$ cat src/rtl/llvga_modal_pkg.sv
// -----------------------------------------------------------------------------
// llvga_modal_pkg
// Shared video-mode definitions for the video blocks:
//   - DEF_* : the 640x480@60 fallback timing (active/porch/synch/raw per axis)
//   - mode_legal() : sanity check applied to one axis of a mode request
// Positions on an axis run 0..raw-1. Active video occupies [0, act). Sync
// occupies [porch, synch). The check keeps those regions ordered and non-empty.
// -----------------------------------------------------------------------------
package llvga_modal_pkg;

    localparam int DEF_H_WIDTH  = 640;
    localparam int DEF_H_PORCH  = 656;
    localparam int DEF_H_SYNCH  = 752;
    localparam int DEF_H_RAW    = 800;

    localparam int DEF_V_HEIGHT = 480;
    localparam int DEF_V_PORCH  = 490;
    localparam int DEF_V_SYNCH  = 492;
    localparam int DEF_V_RAW    = 525;

    // One axis is legal when 4 < act < porch < synch < raw.
    function automatic logic mode_legal(input logic [31:0] act,
                                        input logic [31:0] porch,
                                        input logic [31:0] synch,
                                        input logic [31:0] raw);
        return (act > 32'd4) && (act < porch) && (porch < synch) && (synch < raw);
    endfunction

endpackage

$ cat src/rtl/llvga_modal_if.sv
// -----------------------------------------------------------------------------
// llvga_modal_if
// Pixel-source handshake between a frame source and the timing generator.
//   i_rgb_pix   : {R,G,B} pixel, red in the MSBs
//   i_rgb_valid : source has a pixel available
//   o_rd        : pixel consumed this cycle
// Modport src : the pixel source (drives pixel/valid, sees o_rd)
// Modport snk : the timing generator (consumes pixel/valid, drives o_rd)
// -----------------------------------------------------------------------------
interface llvga_modal_if #(
    parameter int BPC = 8
) ();
    logic [3*BPC-1:0] i_rgb_pix;
    logic             i_rgb_valid;
    logic             o_rd;

    modport src (output i_rgb_pix, output i_rgb_valid, input  o_rd);
    modport snk (input  i_rgb_pix, input  i_rgb_valid, output o_rd);
endinterface

$ cat src/rtl/llvga_modal_vidaxis.sv
// -----------------------------------------------------------------------------
// llvga_modal_vidaxis
// One video timing axis: a position counter that wraps after len-1, with
// region decodes for the active and sync windows.
//   i_pixclk, i_reset : clock, synchronous active-high reset (position -> 0)
//   i_en              : advance the position this cycle
//   i_len             : raw length of the axis (positions 0..len-1)
//   i_act             : active length (active while pos < act)
//   i_porch, i_synch  : sync window (porch <= pos < synch)
//   o_active, o_sync  : region decodes for the current position
//   o_last            : position is len-1 (wraps on the next enabled cycle)
//   o_act_last        : position is act-1 (last active position)
// -----------------------------------------------------------------------------
module llvga_modal_vidaxis #(
    parameter int W = 12
) (
    input  logic         i_pixclk,
    input  logic         i_reset,
    input  logic         i_en,
    input  logic [W-1:0] i_len,
    input  logic [W-1:0] i_act,
    input  logic [W-1:0] i_porch,
    input  logic [W-1:0] i_synch,
    output logic         o_active,
    output logic         o_sync,
    output logic         o_last,
    output logic         o_act_last
);

    logic [W-1:0] pos_q;
    logic [W-1:0] pos_d;

    assign o_last     = (pos_q == i_len - 1'b1);
    assign o_act_last = (pos_q == i_act - 1'b1);
    assign o_active   = (pos_q < i_act);
    assign o_sync     = (pos_q >= i_porch) && (pos_q < i_synch);

    always_comb begin
        pos_d = pos_q;
        if (i_en) begin
            pos_d = o_last ? '0 : pos_q + 1'b1;
        end
    end

    always_ff @(posedge i_pixclk) begin
        if (i_reset) begin
            pos_q <= '0;
        end else begin
            pos_q <= pos_d;
        end
    end

endmodule

$ cat src/rtl/llvga_modal.sv
// -----------------------------------------------------------------------------
// llvga_modal
// Mode-programmable VGA-style timing generator with a pixel-pull interface.
//   i_pixclk, i_reset        : pixel clock, synchronous active-high reset
//   pix (llvga_modal_if.snk) : pixel source handshake (pixel, valid, o_rd)
//   i_hm_* / i_vm_*          : requested horizontal / vertical mode
//   i_hpol, i_vpol           : sync polarity (1 = active-high pulse), live
//   o_newline, o_newframe    : single-cycle strobes after the last active pixel
//   o_hsync, o_vsync, o_de   : syncs and data enable, aligned with colour
//   o_red, o_grn, o_blu      : colour, forced to zero when o_de is low
//   o_mode_err, o_underflow  : sticky status, cleared only by reset
// The mode request is only sampled at the last pixel of a frame (and during
// reset), so a frame always runs with a single consistent timing.
// -----------------------------------------------------------------------------
module llvga_modal
    import llvga_modal_pkg::*;
#(
    parameter int BPC = 8,
    parameter int HW  = 12,
    parameter int VW  = 12
) (
    input  logic           i_pixclk,
    input  logic           i_reset,
    llvga_modal_if.snk     pix,
    input  logic [HW-1:0]  i_hm_width,
    input  logic [HW-1:0]  i_hm_porch,
    input  logic [HW-1:0]  i_hm_synch,
    input  logic [HW-1:0]  i_hm_raw,
    input  logic [VW-1:0]  i_vm_height,
    input  logic [VW-1:0]  i_vm_porch,
    input  logic [VW-1:0]  i_vm_synch,
    input  logic [VW-1:0]  i_vm_raw,
    input  logic           i_hpol,
    input  logic           i_vpol,
    output logic           o_newline,
    output logic           o_newframe,
    output logic           o_hsync,
    output logic           o_vsync,
    output logic           o_de,
    output logic [BPC-1:0] o_red,
    output logic [BPC-1:0] o_grn,
    output logic [BPC-1:0] o_blu,
    output logic           o_mode_err,
    output logic           o_underflow
);

    // Shadow mode: the only timing the counters ever see.
    logic [HW-1:0] h_act_q, h_porch_q, h_synch_q, h_raw_q;
    logic [VW-1:0] v_act_q, v_porch_q, v_synch_q, v_raw_q;

    logic req_ok;
    logic eof;
    logic rd;
    logic first_q;      // suppress reads for the first frame after reset
    logic rst_bad_q;    // reset-time request was illegal; report once released

    logic h_active, h_sync, h_last, h_act_last;
    logic v_active, v_sync, v_last, v_act_last;

    logic [3*BPC-1:0] rgb_q, rgb_d;
    logic de_q, nl_q, nf_q, hs_q, vs_q, err_q, und_q;

    assign req_ok = mode_legal(32'(i_hm_width),  32'(i_hm_porch), 32'(i_hm_synch), 32'(i_hm_raw)) &&
                    mode_legal(32'(i_vm_height), 32'(i_vm_porch), 32'(i_vm_synch), 32'(i_vm_raw));

    llvga_modal_vidaxis #(.W(HW)) u_haxis (
        .i_pixclk   (i_pixclk),
        .i_reset    (i_reset),
        .i_en       (1'b1),
        .i_len      (h_raw_q),
        .i_act      (h_act_q),
        .i_porch    (h_porch_q),
        .i_synch    (h_synch_q),
        .o_active   (h_active),
        .o_sync     (h_sync),
        .o_last     (h_last),
        .o_act_last (h_act_last)
    );

    // The vertical axis steps only when the horizontal axis wraps.
    llvga_modal_vidaxis #(.W(VW)) u_vaxis (
        .i_pixclk   (i_pixclk),
        .i_reset    (i_reset),
        .i_en       (h_last),
        .i_len      (v_raw_q),
        .i_act      (v_act_q),
        .i_porch    (v_porch_q),
        .i_synch    (v_synch_q),
        .o_active   (v_active),
        .o_sync     (v_sync),
        .o_last     (v_last),
        .o_act_last (v_act_last)
    );

    assign eof = h_last && v_last;

    // Shadow capture. At end of frame both counters wrap to zero on the same
    // edge the new mode lands, so the next frame starts cleanly in that mode.
    always_ff @(posedge i_pixclk) begin
        if (i_reset) begin
            rst_bad_q <= !req_ok;
            if (req_ok) begin
                h_act_q   <= i_hm_width;
                h_porch_q <= i_hm_porch;
                h_synch_q <= i_hm_synch;
                h_raw_q   <= i_hm_raw;
                v_act_q   <= i_vm_height;
                v_porch_q <= i_vm_porch;
                v_synch_q <= i_vm_synch;
                v_raw_q   <= i_vm_raw;
            end else begin
                h_act_q   <= HW'(DEF_H_WIDTH);
                h_porch_q <= HW'(DEF_H_PORCH);
                h_synch_q <= HW'(DEF_H_SYNCH);
                h_raw_q   <= HW'(DEF_H_RAW);
                v_act_q   <= VW'(DEF_V_HEIGHT);
                v_porch_q <= VW'(DEF_V_PORCH);
                v_synch_q <= VW'(DEF_V_SYNCH);
                v_raw_q   <= VW'(DEF_V_RAW);
            end
        end else begin
            rst_bad_q <= 1'b0;
            if (eof && req_ok) begin
                h_act_q   <= i_hm_width;
                h_porch_q <= i_hm_porch;
                h_synch_q <= i_hm_synch;
                h_raw_q   <= i_hm_raw;
                v_act_q   <= i_vm_height;
                v_porch_q <= i_vm_porch;
                v_synch_q <= i_vm_synch;
                v_raw_q   <= i_vm_raw;
            end
        end
    end

    // Read strobe is a pure decode of the counter state, so the pixel sampled
    // on this edge belongs to exactly the position the counters show.
    assign rd    = h_active && v_active && !first_q;
    assign pix.o_rd = rd;

    // A missing pixel on a read cycle is shown as black.
    always_comb begin
        rgb_d = '0;
        if (rd && pix.i_rgb_valid) begin
            rgb_d = pix.i_rgb_pix;
        end
    end

    // Output stage: everything is delayed by one cycle together so that
    // colour, data enable and both syncs stay aligned.
    always_ff @(posedge i_pixclk) begin
        if (i_reset) begin
            first_q <= 1'b1;
            de_q    <= 1'b0;
            rgb_q   <= '0;
            nl_q    <= 1'b0;
            nf_q    <= 1'b0;
            hs_q    <= !i_hpol;
            vs_q    <= !i_vpol;
            err_q   <= 1'b0;
            und_q   <= 1'b0;
        end else begin
            if (eof) begin
                first_q <= 1'b0;
            end
            de_q  <= rd;
            rgb_q <= rgb_d;
            nl_q  <= h_act_last;
            nf_q  <= h_act_last && v_act_last;
            hs_q  <= h_sync ? i_hpol : !i_hpol;
            vs_q  <= v_sync ? i_vpol : !i_vpol;
            err_q <= err_q || rst_bad_q || (eof && !req_ok);
            und_q <= und_q || (rd && !pix.i_rgb_valid);
        end
    end

    assign o_de        = de_q;
    assign o_red       = rgb_q[3*BPC-1:2*BPC];
    assign o_grn       = rgb_q[2*BPC-1:BPC];
    assign o_blu       = rgb_q[BPC-1:0];
    assign o_newline   = nl_q;
    assign o_newframe  = nf_q;
    assign o_hsync     = hs_q;
    assign o_vsync     = vs_q;
    assign o_mode_err  = err_q;
    assign o_underflow = und_q;

endmodule

$ cat src/flat_wrapper.sv
// flat-port wrapper written by rule: the top's interface ports become plain ports
module llvga_modal_flat import llvga_modal_pkg::*;
#(
    parameter int BPC = 8,
    parameter int HW  = 12,
    parameter int VW  = 12
)
  (i_pixclk, i_reset, i_hm_width, i_hm_porch, i_hm_synch, i_hm_raw, i_vm_height, i_vm_porch, i_vm_synch, i_vm_raw, i_hpol, i_vpol, o_newline, o_newframe, o_hsync, o_vsync, o_de, o_red, o_grn, o_blu, o_mode_err, o_underflow, pix_i_rgb_pix, pix_i_rgb_valid, pix_o_rd);
  llvga_modal_if #(.BPC(BPC)) pix_i ();
  input  logic i_pixclk;
  input  logic i_reset;
  input  logic [HW-1:0] i_hm_width;
  input  logic [HW-1:0] i_hm_porch;
  input  logic [HW-1:0] i_hm_synch;
  input  logic [HW-1:0] i_hm_raw;
  input  logic [VW-1:0] i_vm_height;
  input  logic [VW-1:0] i_vm_porch;
  input  logic [VW-1:0] i_vm_synch;
  input  logic [VW-1:0] i_vm_raw;
  input  logic i_hpol;
  input  logic i_vpol;
  output logic o_newline;
  output logic o_newframe;
  output logic o_hsync;
  output logic o_vsync;
  output logic o_de;
  output logic [BPC-1:0] o_red;
  output logic [BPC-1:0] o_grn;
  output logic [BPC-1:0] o_blu;
  output logic o_mode_err;
  output logic o_underflow;
  input wire logic [$bits(pix_i.i_rgb_pix)-1:0] pix_i_rgb_pix;
  input wire logic [$bits(pix_i.i_rgb_valid)-1:0] pix_i_rgb_valid;
  output wire logic [$bits(pix_i.o_rd)-1:0] pix_o_rd;
  assign pix_i.i_rgb_pix = pix_i_rgb_pix;
  assign pix_i.i_rgb_valid = pix_i_rgb_valid;
  assign pix_o_rd = pix_i.o_rd;
  llvga_modal #(.BPC(BPC), .HW(HW), .VW(VW)) u_core (.i_pixclk(i_pixclk), .i_reset(i_reset), .pix(pix_i), .i_hm_width(i_hm_width), .i_hm_porch(i_hm_porch), .i_hm_synch(i_hm_synch), .i_hm_raw(i_hm_raw), .i_vm_height(i_vm_height), .i_vm_porch(i_vm_porch), .i_vm_synch(i_vm_synch), .i_vm_raw(i_vm_raw), .i_hpol(i_hpol), .i_vpol(i_vpol), .o_newline(o_newline), .o_newframe(o_newframe), .o_hsync(o_hsync), .o_vsync(o_vsync), .o_de(o_de), .o_red(o_red), .o_grn(o_grn), .o_blu(o_blu), .o_mode_err(o_mode_err), .o_underflow(o_underflow));
endmodule
$ cat config.mk
export PLATFORM = sky130hd
export DESIGN_NAME = llvga_modal_flat
export DESIGN_NICKNAME = d
export VERILOG_FILES = /design/src/rtl/llvga_modal_pkg.sv /design/src/rtl/llvga_modal_if.sv /design/src/rtl/llvga_modal_vidaxis.sv /design/src/rtl/llvga_modal.sv /design/src/flat_wrapper.sv
export SDC_FILE = /design/constraint.sdc
export NUM_CORES = 1
export LEC_CHECK = 0
export ABC_AREA = 1
export BUFFER_PORTS_ARGS = -buffer_cell sky130_fd_sc_hd__buf_2
export CAP_MARGIN = 20
export CORE_UTILIZATION = 50
export DETAILED_ROUTE_END_ITERATION = 6
export GPL_ROUTABILITY_DRIVEN = 0
export GPL_TIMING_DRIVEN = 1
export PLACE_DENSITY = 0.71
export SKIP_LAST_GASP = 1
export SYNTH_ARGS = -nofsm -noshare
export SYNTH_HDL_FRONTEND = slang
export SYNTH_HIERARCHICAL = 1
export SYNTH_SLANG_ARGS = --single-unit
$ cat constraint.sdc
create_clock -name i_pixclk -period 13.6 [get_ports i_pixclk]
set_clock_uncertainty 0.1 [all_clocks]
set_input_delay 2.72 -clock i_pixclk [delete_from_list [all_inputs] [get_ports i_pixclk]]
set_output_delay 2.72 -clock i_pixclk [all_outputs]
set_load 0.02 [all_outputs]
# After elaboration in Yosys (flattened, before gate mapping)
# Cells that the tools add are included.
[classes]
n_addsub = 6
n_lt_le_gt_ge = 14
eq_ne = 4
mux = 29
bitwise_logic = 1
reduce_logical = 28
[op_table]
columns = ["cell", "n"]
rows = [
  ["2-to-1 mux 12 bit", 25],
  ["< comparator 12 bit", 10],
  ["equality test 12 bit", 4],
  ["subtractor 12 x 1 -> 12 bit, second input constant", 4],
  ["adder 12 x 1 -> 12 bit, second input constant", 2],
  [">= comparator 12 bit", 2],
  ["> comparator 12 x 3 -> 1 bit, second input constant", 2],
  ["logical AND 1 bit", 17],
  ["zero test 1 bit", 5],
  ["2-to-1 mux 1 bit", 4],
  ["OR reduction 2 bit", 2],
  ["logical OR 1 bit", 3],
  ["nonzero test 2 bit", 1],
  ["inverter 1 bit", 1],
]
[word_totals]
ff_bits = 153
input_bits = 125
output_inout_bits = 32

# Longest topological paths before layout
[depth]
ltp_word = 8
depth_mapped = 21
ltp_nobuf = 21

# Modules after synthesis
# Netlist, hierarchy kept.
[by_module_without_submodules]
columns = ["module", "n_inst", "cells_each", "area_per_inst_um2", "seq_area_each_um2"]
rows = [
  ["llvga_modal", 1, 670, 6422.4, 3543.4],
  ["llvga_modal_vidaxis", 2, 378, 2277.2, 240.2],
]

# Worst setup path after synthesis
# Ideal clock, no wire load.
[synth_timing]
kind = "input to register"
from = "input i_hm_porch[11]"
to = "register u_core.h_act_q[0], enable pin"
arrival_time_ns = 10.418
t_required_ns = 12.817
path_slack_ns = 2.399
stages = 11
path_buffers = 0
path_cell_list = "inv_1 ha_1 nand2_1 nand2_1 nor2_1 nand2_1 nor2_1 nand3_1 nor2_1 nand3_2 o21ai_0"
[synth_between]
elab_chain_len = 7
[synth_lines]
columns = ["element", "line", "rtl"]
rows = [
  ["start: declaration", "flat_wrapper.sv:13", "input logic [HW-1:0] i_hm_porch;"],
  ["< comparator 12 bit", "llvga_modal_pkg.sv:26", "return (act > 32'd4) && (act < porch) && (porch < synch) && (synch < raw);"],
  ["logical AND 1 bit", "llvga_modal_pkg.sv:26", ""],
  ["logical AND 1 bit (*) (2 in series)", "llvga_modal_pkg.sv:26", ""],
  ["logical AND 1 bit (*)", "llvga_modal.sv:63", "assign req_ok = mode_legal(32'(i_hm_width), 32'(i_hm_porch), 32'(i_hm_synch), 32'(i_hm_raw)) &&"],
  ["logical AND 1 bit (*)", "llvga_modal.sv:123", "if (eof && req_ok) begin"],
  ["nonzero test 2 bit (no line) (*)", "--", ""],
  ["end signal: assignment", "llvga_modal.sv:103", "h_act_q <= i_hm_width;"],
  ["end signal: assignment", "llvga_modal.sv:112", "h_act_q <= HW'(DEF_H_WIDTH);"],
  ["end signal: assignment", "llvga_modal.sv:124", "h_act_q <= i_hm_width;"],
  ["end: declaration", "llvga_modal.sv:48", "logic [HW-1:0] h_act_q, h_porch_q, h_synch_q, h_raw_q;"],
]
# Every way passes the cells marked *; elsewhere a longest branch is shown, timed or not.
# A chain may end at the register's enable or synchronous reset.

# Final worst setup path
[layout_timing]
from = "register u_core.u_haxis.pos_q[5]"
to = "output pix_o_rd"
[layout_between]
elab_chain_len = 3
[layout_lines]
columns = ["element", "line", "rtl"]
rows = [
  ["start: declaration", "llvga_modal_vidaxis.sv:30", "logic [W-1:0] pos_q;"],
  ["start signal: assignment", "llvga_modal_vidaxis.sv:49", "pos_q <= pos_d;"],
  ["< comparator 12 bit", "llvga_modal_vidaxis.sv:35", "assign o_active = (pos_q < i_act);"],
  ["via u_core.h_active", "llvga_modal.sv:57", "logic h_active, h_sync, h_last, h_act_last;"],
  ["logical AND 1 bit (2 in series)", "llvga_modal.sv:138", "assign rd = h_active && v_active && !first_q;"],
  ["end: declaration", "flat_wrapper.sv:34", "output wire logic [$bits(pix_i.o_rd)-1:0] pix_o_rd;"],
]
# The timed path passes the listed nets, and every way through them passes these cells.

==> metrics.md <==
| Metric | Value |
|---|---|
| CTS sink cnt | `153` |
| CP startpoint kind | `register` |
| Mux cell area share after synthesis | `0%` |
| Number of global-route vias before repair | `9185` |
| Post-Synth Simple-Gate Area | `26.0%` |
| Pleak | `6.82 nW` |
| Post-synth top area cell | `edfxtp_1` |
| Post-synth top cells | `nand2_1 (328), inv_1 (292), nor2_1 (182), ha_1 (142), edfxtp_1 (96)` |
| Synth warnings | `6` |
| Via count | `9400` |
| GRT overflow | `0` |
| Register area share after synthesis | `36.7%` |
| CP Data Arrival Time | `2450 ps` |
| Top post-synthesis cells by area | `edfxtp_1 (26%), ha_1 (16%), nand2_1 (11%)` |
| Largest family of logic cells by synthesized area | `simple AND/OR/NAND/NOR gates` |
| Slew headroom | `34.6%` |
| DRT iter0 DRCs | `553` |
| DIE WIDTH | `150 µm` |
| CTS resizes | `0` |
| Final max-slew violation count | `0` |
| Initial antenna violation count | `0` |
| Least-Margin Pin Slew | `978 ps` |
| Routed Antenna Nets | `0` |
| Synthesized area | `11000 µm²` |
| Post-layout min period | `5270 ps` |
| Share of layout cells above drive strength 1 | `15.9%` |
| Status | `completed` |
| Seq pwr share | `45.1%` |
| Mapped Cells | `1426` |
| Max cap viols | `0` |
| Worst vdd ir | `0.0639 mV` |
| Clk Latency, worst-skew pair | `420 ps` |
| Int Pwr | `0.000849 W` |
| Final wirelength | `27900 µm` |
| Top cell type's share of synthesized area | `26.3%` |
| Switching share of power | `27.9%` |
| DR WL/cell | `14.8 µm` |
| Most numerous cell in the Yosys netlist | `nand2_1` |
| Clock share of power | `39.8%` |
| Die area | `22500 µm²` |
| Mean Syn Cell Area | `7.70 µm²` |
| Post-CTS Hold Fix Bufs | `0` |
| Post-DP HPWL | `22800 µm` |
| Top Ports | `157` |
| Crit path required time | `10780 ps` |
| Initial Util | `51.6%` |
| DRC viols | `0` |
| Setup repair bufs after CTS | `0` |
| First-pass GRT wire length | `44600 µm` |
| Area grow syn2layout | `15.1%` |
| Inserted Clock Buffers | `17` |
| Gr usage total | `26.0%` |
| CP max FO | `8` |
| Final core utilization | `59.4%` |
| Drt pass-1 iters | `5` |
| Synth Register Bits | `153` |
| PwrDens | `93.2 nW/µm²` |
| Max clock buf depth | `2` |
| Library cells used by synthesis | `42` |
| Fmax | `190 MHz` |
| Fill cell total of the finished layout | `1873` |
| Port buffer count | `156` |
| Core ar. | `21300 µm²` |
| Worst setup path category | `register to output pin` |
| Die H | `150 µm` |
| Predominant post-synthesis flop cell | `edfxtp_1` |
| Async set or reset register ratio after synthesis | `0%` |
| Hold/Removal Path Class | `register to register` |
| Adder-cell share of the synthesized area | `16.2%` |
| # nets final | `1859` |
| Setup TNS | `0 ps` |
| Psw | `0.000329 W` |
| Unrepaired setup endpoints after global routing | `no` |
| Crit. End Element | `output pin` |
| CTS root buf | `clkbuf_16` |
| Pin count of the biggest net entering global routing | `97` |
| Comb power frac | `15.1%` |
| Number of synthesized flops with an enable pin | `96` |
| XOR/XNOR share of the synthesized area | `4.81%` |
| CTS H-tree depth | `4` |
| Row count | `53` |
| Synth Area in Compound Gates | `5.20%` |
| Final hold violations | `0` |
| Drt via density | `5.00` |
| Setup Viol. Count Final | `0` |
| CTS clk-pin slew, worst paths | `60 ps` |
| Ant diodes | `0` |
| CTS tree | `done` |
| Final period util | `38.8%` |
==> layout make-up <==
cell class / count / area, µm² / area share (%)
well taps: 275 / 344 / 2.72
clock inverters: 12 / 103 / 0.812
inverters: 295 / 1110 / 8.78
multi-input cells: 967 / 5760 / 45.6
repair buffers: 158 / 808 / 6.40
clock buffers: 20 / 489 / 3.87
flip-flops and latches: 153 / 4020 / 31.8
==> power groups by stage <==
stage / combinational, W / sequential (W) / clock, W
floorplan: 0.000118 / 0.000539 / 0
global placement: 0.000169 / 0.000541 / 0
detailed placement: 0.000175 / 0.000541 / 0
CTS: 0.000177 / 0.000531 / 0.000473
global route: 0.000203 / 0.000533 / 0.000492
finish: 0.000178 / 0.000531 / 0.000468
==> cells in the final DEF, fill, tap and decap left out, drive strengths merged, types with 4 or more instances in the layout <==
cell    instances
ha            142
nand3          57
clkbuf         20
xnor2          14
conb            6
buf           158
dfxtp          57
nand2         333
o211ai          4
inv           300
a21o            4
edfxtp         96
nor3           18
nor2          231
xor2           36
a21boi          4
nand4          17
nand3b          6
o21bai          7
clkinv          6
o21ai          17
a21oi          50
xnor3           4
==> cells by family after synthesis <==
| group | after synthesis |
|---|---|
| simple gates | 667 |
| buf+inv | 311 |
| flops | 153 |
| fa+ha+maj | 142 |
| compound gates | 98 |
| xor+xnor | 54 |
| other cells | 1 |
==> final timing paths <==
check | from | end | slack [ps] | cells past startpoint
max | u_core/u_haxis/pos_q[5] | pix_o_rd | 8330 | 9
min | u_core/o_underflow | u_core/o_underflow | 370 | 2
max reg2reg | u_core/h_raw_q[0] | u_core/v_act_q[1] | 9850 | 14
min reg2reg | u_core/o_underflow | u_core/o_underflow | 370 | 2
==> metrics by stage <==
| stage | hold WS (ps) | instance area (µm²) | total power, W | cells | setup slack (ps) |
|---|---|---|---|---|---|
| after detailed placement | 355 | 12000 | 0.000716 | 1847 | 7910 |
| final | 369 | 12600 | 0.00118 | 1880 | 8330 |
| after global placement | 347 | 12000 | 0.000710 | 1847 | 7950 |
| after floorplan | 346 | 11000 | 0.000657 | 1431 | 2400 |
| after global routing | 388 | 12600 | 0.00123 | 1880 | 8190 |
| after CTS | 371 | 12600 | 0.00118 | 1879 | 8350 |
==> state kept, by name (all words and copies together) (netlist names), 12 cells and up <==
signal                count
u_core/h_act_q           12
u_core/h_porch_q         12
u_core/h_raw_q           12
u_core/h_synch_q         12
u_core/rgb_q             24
u_core/u_haxis/pos_q     12
u_core/u_vaxis/pos_q     12
u_core/v_act_q           12
u_core/v_porch_q         12
u_core/v_raw_q           12
u_core/v_synch_q         12
==> critical path, cell delays in order, from the launching register on <==
cell and delay (ps):
dfxtp_1 610, ha_1 340, a21oi_1 150, o21ai_0 90, nand2_1 60, o311ai_0 120, a31oi_1 230, nand3_1 190
inv_1 80, buf_2 150
==> layer usage <==
metal | routed length (µm) | track usage (%) | vias up | share of wire, %
li1 | - | - | 4797 | -
met1 | 12700 | 34.3 | 4226 | 45
met2 | 12500 | 41.8 | 324 | 45
met3 | 1940 | 5.39 | 53 | 7.0
met4 | 741 | 9.85 | 0 | 2.7
met5 | 0 | 0 | - | 0
(Power assumes the default switching activity.)
